## config.mk

```make
export PLATFORM = sky130hd
export DESIGN_NAME = snake_move_module
export DESIGN_NICKNAME = d
export VERILOG_FILES = /design/src/rtl/snake_move_module.sv
export SDC_FILE = /design/constraint.sdc
export NUM_CORES = 1
export LEC_CHECK = 0
export ABC_CLOCK_PERIOD_IN_PS = 5400
export CORE_MARGIN = 2
export CORE_UTILIZATION = 63
export DETAILED_ROUTE_END_ITERATION = 6
export PLACE_DENSITY = 0.85
export SYNTH_ARGS = -nofsm -noshare
export SYNTH_HDL_FRONTEND = slang
export SYNTH_SLANG_ARGS = --single-unit
```

## constraint.sdc

```tcl
create_clock -name Clk_50mhz -period 5.4 [get_ports Clk_50mhz]
set_input_delay 1.08 -clock Clk_50mhz [delete_from_list [all_inputs] [get_ports Clk_50mhz]]
set_output_delay 1.08 -clock Clk_50mhz [all_outputs]
set_load 0.02 [all_outputs]
```

## src/rtl/snake_move_module.sv

```systemverilog
// snake_move_module: snake motion, collision and cell-occupancy engine.
// Advances the snake one grid cell per move tick while the game is in PLAY,
// reports wall/body collisions as one-cycle pulses and answers registered
// per-cell occupancy queries for the draw logic.
// Optional feature: define SNAKE_WRAP_EN to make the grid edges wrap around
// (no wall collisions). Without it, leaving the grid is a wall hit.
module snake_move_module #(
   parameter int GRID_W   = 40,
   parameter int GRID_H   = 30,
   parameter int X_W      = 6,
   parameter int Y_W      = 5,
   parameter int MAX_LEN  = 16,
   parameter int LEN_W    = 5,
   parameter int STEP_DIV = 12_500_000
) (
   input  logic             Clk_50mhz,
   input  logic             Rst,
   input  logic [2:0]       Game_status,
   input  logic             Key_left,
   input  logic             Key_right,
   input  logic             Key_up,
   input  logic             Key_down,
   input  logic             Grow,
   input  logic [X_W-1:0]   Query_x,
   input  logic [Y_W-1:0]   Query_y,
   output logic             Is_head,
   output logic             Is_body,
   output logic [X_W-1:0]   Head_x,
   output logic [Y_W-1:0]   Head_y,
   output logic [LEN_W-1:0] Snake_len,
   output logic             Move_tick,
   output logic             Hit_wall_sig,
   output logic             Hit_body_sig
);

   localparam logic [2:0] ST_START = 3'b001;
   localparam logic [2:0] ST_PLAY  = 3'b010;

   localparam int                CNT_W    = (STEP_DIV > 1) ? $clog2(STEP_DIV) : 1;
   localparam logic [CNT_W-1:0]  CNT_LAST = CNT_W'(STEP_DIV - 1);

   localparam logic [X_W-1:0]   INIT_X   = X_W'(20);
   localparam logic [Y_W-1:0]   INIT_Y   = Y_W'(15);
   localparam logic [LEN_W-1:0] INIT_LEN = LEN_W'(3);

   typedef enum logic [1:0] {
      DIR_UP    = 2'd0,
      DIR_DOWN  = 2'd1,
      DIR_LEFT  = 2'd2,
      DIR_RIGHT = 2'd3
   } dir_t;

   function automatic dir_t f_reverse(input dir_t d);
      case (d)
         DIR_UP:   f_reverse = DIR_DOWN;
         DIR_DOWN: f_reverse = DIR_UP;
         DIR_LEFT: f_reverse = DIR_RIGHT;
         default:  f_reverse = DIR_LEFT;
      endcase
   endfunction

   // Segment storage; index 0 is the head.
   logic [X_W-1:0]   r_seg_x [MAX_LEN];
   logic [Y_W-1:0]   r_seg_y [MAX_LEN];
   logic [LEN_W-1:0] r_len;
   dir_t             r_dir;
   dir_t             r_ndir;
   logic             r_grow_pending;
   logic             r_dead;
   logic [CNT_W-1:0] r_cnt;
   logic             r_move_tick;
   logic             r_hit_wall;
   logic             r_hit_body;
   logic             r_is_head;
   logic             r_is_body;

   logic             w_init;
   logic             w_run;
   logic             w_tick;
   logic             w_key_any;
   logic             w_key_ok;
   dir_t             w_key_dir;
   logic [X_W-1:0]   w_next_x;
   logic [Y_W-1:0]   w_next_y;
   logic             w_wall;
   logic             w_body;
   logic             w_move;
   logic             w_q_head;
   logic             w_q_body;

   // Init has priority over everything, including a tick on the same edge.
   assign w_init = Rst || (Game_status == ST_START);
   assign w_run  = (Game_status == ST_PLAY) && !r_dead;
   assign w_tick = w_run && (r_cnt == CNT_LAST);
   assign w_move = w_tick && !w_wall && !w_body;

   // Key decode: priority up > down > left > right, then reject reversals.
   // NOTE: every always_comb output gets a default first so no latch is inferred.
   always_comb begin
      w_key_any = Key_up | Key_down | Key_left | Key_right;
      w_key_dir = DIR_RIGHT;
      if (Key_up)        w_key_dir = DIR_UP;
      else if (Key_down) w_key_dir = DIR_DOWN;
      else if (Key_left) w_key_dir = DIR_LEFT;
      w_key_ok = w_key_any && (w_key_dir != f_reverse(r_dir));
   end

   // Next head position and wall detection (or wrap) in the pending direction.
   always_comb begin
      w_next_x = r_seg_x[0];
      w_next_y = r_seg_y[0];
      w_wall   = 1'b0;
      case (r_ndir)
         DIR_UP: begin
            if (r_seg_y[0] == '0) begin
`ifdef SNAKE_WRAP_EN
               w_next_y = Y_W'(GRID_H - 1);
`else
               w_wall   = 1'b1;
`endif
            end else begin
               w_next_y = r_seg_y[0] - Y_W'(1);
            end
         end
         DIR_DOWN: begin
            if (r_seg_y[0] == Y_W'(GRID_H - 1)) begin
`ifdef SNAKE_WRAP_EN
               w_next_y = '0;
`else
               w_wall   = 1'b1;
`endif
            end else begin
               w_next_y = r_seg_y[0] + Y_W'(1);
            end
         end
         DIR_LEFT: begin
            if (r_seg_x[0] == '0) begin
`ifdef SNAKE_WRAP_EN
               w_next_x = X_W'(GRID_W - 1);
`else
               w_wall   = 1'b1;
`endif
            end else begin
               w_next_x = r_seg_x[0] - X_W'(1);
            end
         end
         default: begin
            if (r_seg_x[0] == X_W'(GRID_W - 1)) begin
`ifdef SNAKE_WRAP_EN
               w_next_x = '0;
`else
               w_wall   = 1'b1;
`endif
            end else begin
               w_next_x = r_seg_x[0] + X_W'(1);
            end
         end
      endcase
   end

   // Body hit: the tail cell is free to enter unless it stays put due to growth.
   always_comb begin
      w_body = 1'b0;
      for (int i = 1; i < MAX_LEN; i++) begin
         if ((LEN_W'(i) < r_len) &&
             (r_grow_pending || (LEN_W'(i) != r_len - LEN_W'(1))) &&
             (r_seg_x[i] == w_next_x) && (r_seg_y[i] == w_next_y))
            w_body = 1'b1;
      end
   end

   // Occupancy of the queried cell; segments beyond the length never match.
   always_comb begin
      w_q_head = (r_seg_x[0] == Query_x) && (r_seg_y[0] == Query_y);
      w_q_body = 1'b0;
      for (int i = 1; i < MAX_LEN; i++) begin
         if ((LEN_W'(i) < r_len) && (r_seg_x[i] == Query_x) && (r_seg_y[i] == Query_y))
            w_q_body = 1'b1;
      end
   end

   // Control state: step counter, direction, growth, death, length and pulses.
   // NOTE: sequential state uses non-blocking assignments so all registers update together.
   always_ff @(posedge Clk_50mhz) begin
      if (w_init) begin
         r_cnt          <= '0;
         r_dir          <= DIR_RIGHT;
         r_ndir         <= DIR_RIGHT;
         r_grow_pending <= 1'b0;
         r_dead         <= 1'b0;
         r_len          <= INIT_LEN;
         r_move_tick    <= 1'b0;
         r_hit_wall     <= 1'b0;
         r_hit_body     <= 1'b0;
      end else begin
         r_move_tick <= w_move;
         r_hit_wall  <= w_tick && w_wall;
         r_hit_body  <= w_tick && !w_wall && w_body;
         if (w_run)
            r_cnt <= w_tick ? '0 : r_cnt + CNT_W'(1);
         if (w_tick)
            r_dir <= r_ndir;
         if (w_key_ok)
            r_ndir <= w_key_dir;
         if (w_move)
            r_grow_pending <= 1'b0;
         else if (Grow)
            r_grow_pending <= 1'b1;
         if (w_tick && (w_wall || w_body))
            r_dead <= 1'b1;
         if (w_move && r_grow_pending && (r_len < LEN_W'(MAX_LEN)))
            r_len <= r_len + LEN_W'(1);
      end
   end

   // Segment shift on each move; init places the three starting segments.
   // NOTE: only the live segments are initialised; cells past the length are never observed.
   always_ff @(posedge Clk_50mhz) begin
      if (w_init) begin
         r_seg_x[0] <= INIT_X;
         r_seg_y[0] <= INIT_Y;
         r_seg_x[1] <= INIT_X - X_W'(1);
         r_seg_y[1] <= INIT_Y;
         r_seg_x[2] <= INIT_X - X_W'(2);
         r_seg_y[2] <= INIT_Y;
      end else if (w_move) begin
         for (int i = MAX_LEN - 1; i > 0; i--) begin
            r_seg_x[i] <= r_seg_x[i-1];
            r_seg_y[i] <= r_seg_y[i-1];
         end
         r_seg_x[0] <= w_next_x;
         r_seg_y[0] <= w_next_y;
      end
   end

   // Registered query answers.
   always_ff @(posedge Clk_50mhz) begin
      if (Rst) begin
         r_is_head <= 1'b0;
         r_is_body <= 1'b0;
      end else begin
         r_is_head <= w_q_head;
         r_is_body <= w_q_body;
      end
   end

   assign Head_x       = r_seg_x[0];
   assign Head_y       = r_seg_y[0];
   assign Snake_len    = r_len;
   assign Move_tick    = r_move_tick;
`ifdef SNAKE_WRAP_EN
   assign Hit_wall_sig = 1'b0;
`else
   assign Hit_wall_sig = r_hit_wall;
`endif
   assign Hit_body_sig = r_hit_body;
   assign Is_head      = r_is_head;
   assign Is_body      = r_is_body;

endmodule

```

==> results by group <==
Clock network
  – Max clock buf depth: 3
  – Number of hold-repair buffers added at the cts stage: 0
  – Clk slew on worst S/H paths: 0.06 ns
  – Worst-skew pair later-pin latency: 0.53 ns
  – Post-CTS setup repair buffer count: 0
  – Cell at the root of the clock tree: sky130_fd_sc_hd__clkbuf_16
  – Deepest level of the CTS H-tree: 1
  – Quantity of gates resized following cts: 0
  – CTS Buf Count: 23
  – Clock tree from TritonCTS: yes
  – Count of clock tree sinks: 216

STA
  – Final worst clock skew: 0.0170 ns
  – Final setup violation count: 0
  – Fin Setup TNS: 0 ns
  – Min setup slack post-route: 0.278 ns
  – Final critical delay including setup and external delays: 5.12 ns
  – Hold Worst Slack: 0.500 ns
  – Timing-limited maximum frequency: 0.195 GHz
  – Final Slew Violations: 0
  – Worst Max-Slew Pin Slew: 1.13 ns
  – Max_slew headroom: 23.9%
  – Setup repair after global routing missed its margin: no
  – Number of hold-slack violations in the final timing report: 0
  – Tcrit/Tclk final: 94.8%

Power and ir drop
  – Power density over the cells: 265 nW/um^2
  – Worst vdd ir: 280 uV
  – Standby leakage power: 5.08 nW
  – Total chip power: 4.15 mW

Yosys
  – Register area share after synthesis: 43.0%
  – Mean cell area of the mapped netlist: 10.3 um^2
  – Count of unique library cells instantiated by Yosys: 85
  – Number of enable-type register cells in the synthesized netlist: 176
  – Library cell with the largest summed area after synthesis: sky130_fd_sc_hd__edfxtp_1
  – Compound-gate portion of the synthesized area: 10.1%
  – Combinational family with the most area after synthesis: XOR/XNOR gates
  – Post-Synthesis Cells: 1371
  – Number of nets produced by synthesis: 1405
  – Adder-cell share of the synthesized area: 1.15%
  – Cells taking the most area after synthesis: sky130_fd_sc_hd__edfxtp_1 (37%), sky130_fd_sc_hd__xnor2_1 (14%), sky130_fd_sc_hd__dfxtp_1 (5.7%)
  – Top cell types by occurrence after synthesis: sky130_fd_sc_hd__xnor2_1 (227), sky130_fd_sc_hd__edfxtp_1 (176), sky130_fd_sc_hd__xor2_1 (89)
  – Area of the mapped netlist: 14100 um^2
  – Share of synthesized area spent on multiplexers: 0.425%
  – Top_reg_cell synth: sky130_fd_sc_hd__edfxtp_1
  – Number of storage elements in the synthesis netlist: 216
  – Most numerous cell in the Yosys netlist: sky130_fd_sc_hd__xnor2_1
  – Share of synthesized flip-flops with an asynchronous set or reset: 0%
  – Synthesis Warnings: 0
  – Post-Synth Simple-Gate Area: 20.2%
  – Xor/xnor cell area share of the yosys netlist: 21.4%
  – Post-synth top area share: 37.4%

Global route
  – Grt ovf: 0
  – Antenna violations before repair: 1
  – Global-route usage over all layers: 40.4%
  – Pin count of the biggest net entering global routing: 69
  – Global-route wire length before repair: 71.5 mm
  – Via count of the first global-routing pass: 11.5k

Route
  – # DRC: 0
  – Post-DR wirelength/cell: 28.3 um
  – Pre-Repair DR Iteration Count: 6
  – Via count normalized by instance count: 7.02
  – Vias: 11.9k
  – Post-route ant nets: 0
  – Final routed wirelength across all metal layers: 48.1 mm
  – Starting DRT DRC Count: 1601

Finish
  – Final Net Count: 1438
  – Final non-filler cell total: 1701
  – Share of final-layout standard cells stronger than drive strength 1: 8.87%
  – # fillers: 1592
  – Layout-stage area growth over the synthesis result: 11.0%

Floorplan
  – Die Ht: 154 um
  – Floorplan Core Area: 22000 um^2
  – Die Footprint: 23700 um^2
  – Starting density of the core: 64.4%
  – Die boundary width: 154 um
  – IO Count: 42
  – Number of standard-cell rows in the floorplan: 54

Critical path
  – Most frequent cell on the critical path: sky130_fd_sc_hd__buf_4
  – Cell count of the worst reg-to-reg path: 15
  – Max stage delay on crit path: 0.83 ns
  – Worst Path Required: 5.62 ns
  – Startpoint of the worst setup timing path: r_seg_x[0][0]$_SDFFCE_PN0P_
  – Crit path max fanout: 56
  – CP endpoint: r_seg_y[0][33]$_DFFE_PP_
  – Category of the most critical setup path: flip-flop to flip-flop
  – Total buffers and inverters traversed by the critical path: 5
  – Total number of cells along the worst setup path: 15
  – Worst setup slack for register-to-register paths: 0.28 ns
  – CP startpoint kind: flip-flop
  – Arrival time at the worst endpoint: 5.35 ns
  – Sort of element at the end of the critical path: flip-flop
  – Max stage delay cell, worst path: sky130_fd_sc_hd__o21ai_0
  – Crit-path cells: buf_4 > inv_1 > ha_1 > nor2b_1 > a21oi_1 > o21ai_0 > nand2_1 > buf_4 > xnor2_1 > nor4_1 > a32oi_1 > nand4b_1 > nor4_4 > buf_12 > buf_4
  – Kind of cell adding the most delay to the critical path: simple AND/OR/NAND/NOR gates
  – RR Endpoint: r_seg_y[0][33]$_DFFE_PP_
  – Reg-to-reg critical path startpoint: r_seg_x[0][0]$_SDFFCE_PN0P_

Placement
  – Pre-CTS setup slack: 0.390 ns
  – Global placement routability congestion: 1.07
  – HPWL Detailed: 36.0 mm
  – Number of placed instances, taps included: 1659
  – Quantity of I/O buffers inserted on ports: 41

Min path
  – Hold_sp: r_cnt[10]$_SDFFE_PP0P_
  – Type of the worst min-delay path: flip-flop to flip-flop

Job
  – Max-cap violation count: 0

Run status
  – Outcome: finished clean
-- layout by cell type, fill, tap and decap left out, drive strengths merged, types with 8 or more instances in the layout --
| master | count |
|---|---|
| xnor2 | 228 |
| edfxtp | 176 |
| xor2 | 89 |
| nor2 | 66 |
| nand2 | 64 |
| nand3 | 64 |
| nand4 | 61 |
| buf | 59 |
| o21ai | 46 |
| nor4 | 45 |
| nor3 | 42 |
| clkdlybuf4s50 | 41 |
| dfxtp | 40 |
| a21oi | 38 |
| clkbuf | 32 |
| or3 | 22 |
| and3 | 21 |
| nand2b | 20 |
| o2111ai | 19 |
| inv | 18 |
| and2 | 18 |
| ha | 13 |
| xnor3 | 11 |
| a32oi | 10 |
| o211ai | 9 |
| nor2b | 8 |
| a31oi | 8 |
| nand4b | 8 |
| nor4b | 8 |
-- how the worst min path moves through the flow --
stage | endpoint | slack [ns] | cells past startpoint
floorplan | r_dead$_SDFFE_PP0P_ | 0.47 | 2
global placement | r_cnt[20]$_SDFFE_PP0P_ | 0.49 | 2
detailed placement | r_cnt[10]$_SDFFE_PP0P_ | 0.50 | 2
CTS | r_cnt[10]$_SDFFE_PP0P_ | 0.51 | 2
global route | r_dead$_SDFFE_PP0P_ | 0.53 | 2
finish | r_cnt[10]$_SDFFE_PP0P_ | 0.50 | 2
-- state kept, by name, indices dropped and copies added, names as in the netlist --
| signal | cells |
|---|---|
| Hit_body_sig | 1 |
| Hit_wall_sig | 1 |
| Is_body | 1 |
| Is_head | 1 |
| Move_tick | 1 |
| Snake_len | 5 |
| r_cnt | 24 |
| r_dead | 1 |
| r_dir | 2 |
| r_grow_pending | 1 |
| r_ndir | 2 |
| r_seg_x | 96 |
| r_seg_y | 80 |
-- per-layer routing --
| layer | track usage [%] | share of wire, % | vias to the layer above |
|---|---|---|---|
| li1 | - | - | 5131 |
| met1 | 52.9 | 37 | 5768 |
| met2 | 63.7 | 45 | 847 |
| met3 | 9.39 | 12 | 190 |
| met4 | 20.0 | 5.7 | 0 |
| met5 | 0 | 0 | - |
-- metrics by stage --
stage	area, um^2	utilization, %
after floorplan	14100	-
after detailed placement	15000	68.1
final	15700	71.4
after global placement	15000	68.1
after CTS	15700	71.4
after global routing	15700	71.4
-- tightest hold or removal path, stage by stage, from the launching register on --
cell	delay [ns]
sky130_fd_sc_hd__dfxtp_1	0.32
sky130_fd_sc_hd__o21ai_0	0.07
sky130_fd_sc_hd__a21oi_1	0.06
-- report_power, final --
part	switching [mW]	internal [mW]
clock	0.655	0.897
sequential	0.0412	1.80
combinational	0.469	0.290
total	1.16	2.99
-- cell type report --
| type | instances | area, um^2 | area share [%] |
|---|---|---|---|
| antenna | 1 | 2.50 | 0.0160 |
| clock buffer | 32 | 619 | 3.95 |
| clock inverter | 9 | 104 | 0.662 |
| inverter | 18 | 67.6 | 0.431 |
| multi-input combinational | 1045 | 7570 | 48.2 |
| sequential | 216 | 6090 | 38.8 |
| tap | 280 | 350 | 2.23 |
| timing repair buffer | 100 | 891 | 5.68 |
-- kinds of logic after synthesis --
logic type	Yosys count
AOI/OAI and AO/OA	201
muxes	6
adders and majority gates	13
buffers and inverters	110
DFF	216
xor gates and xnor gates	328
and+or+nand+nor	497
No activity file was read; power rests on OpenSTA's default activity.
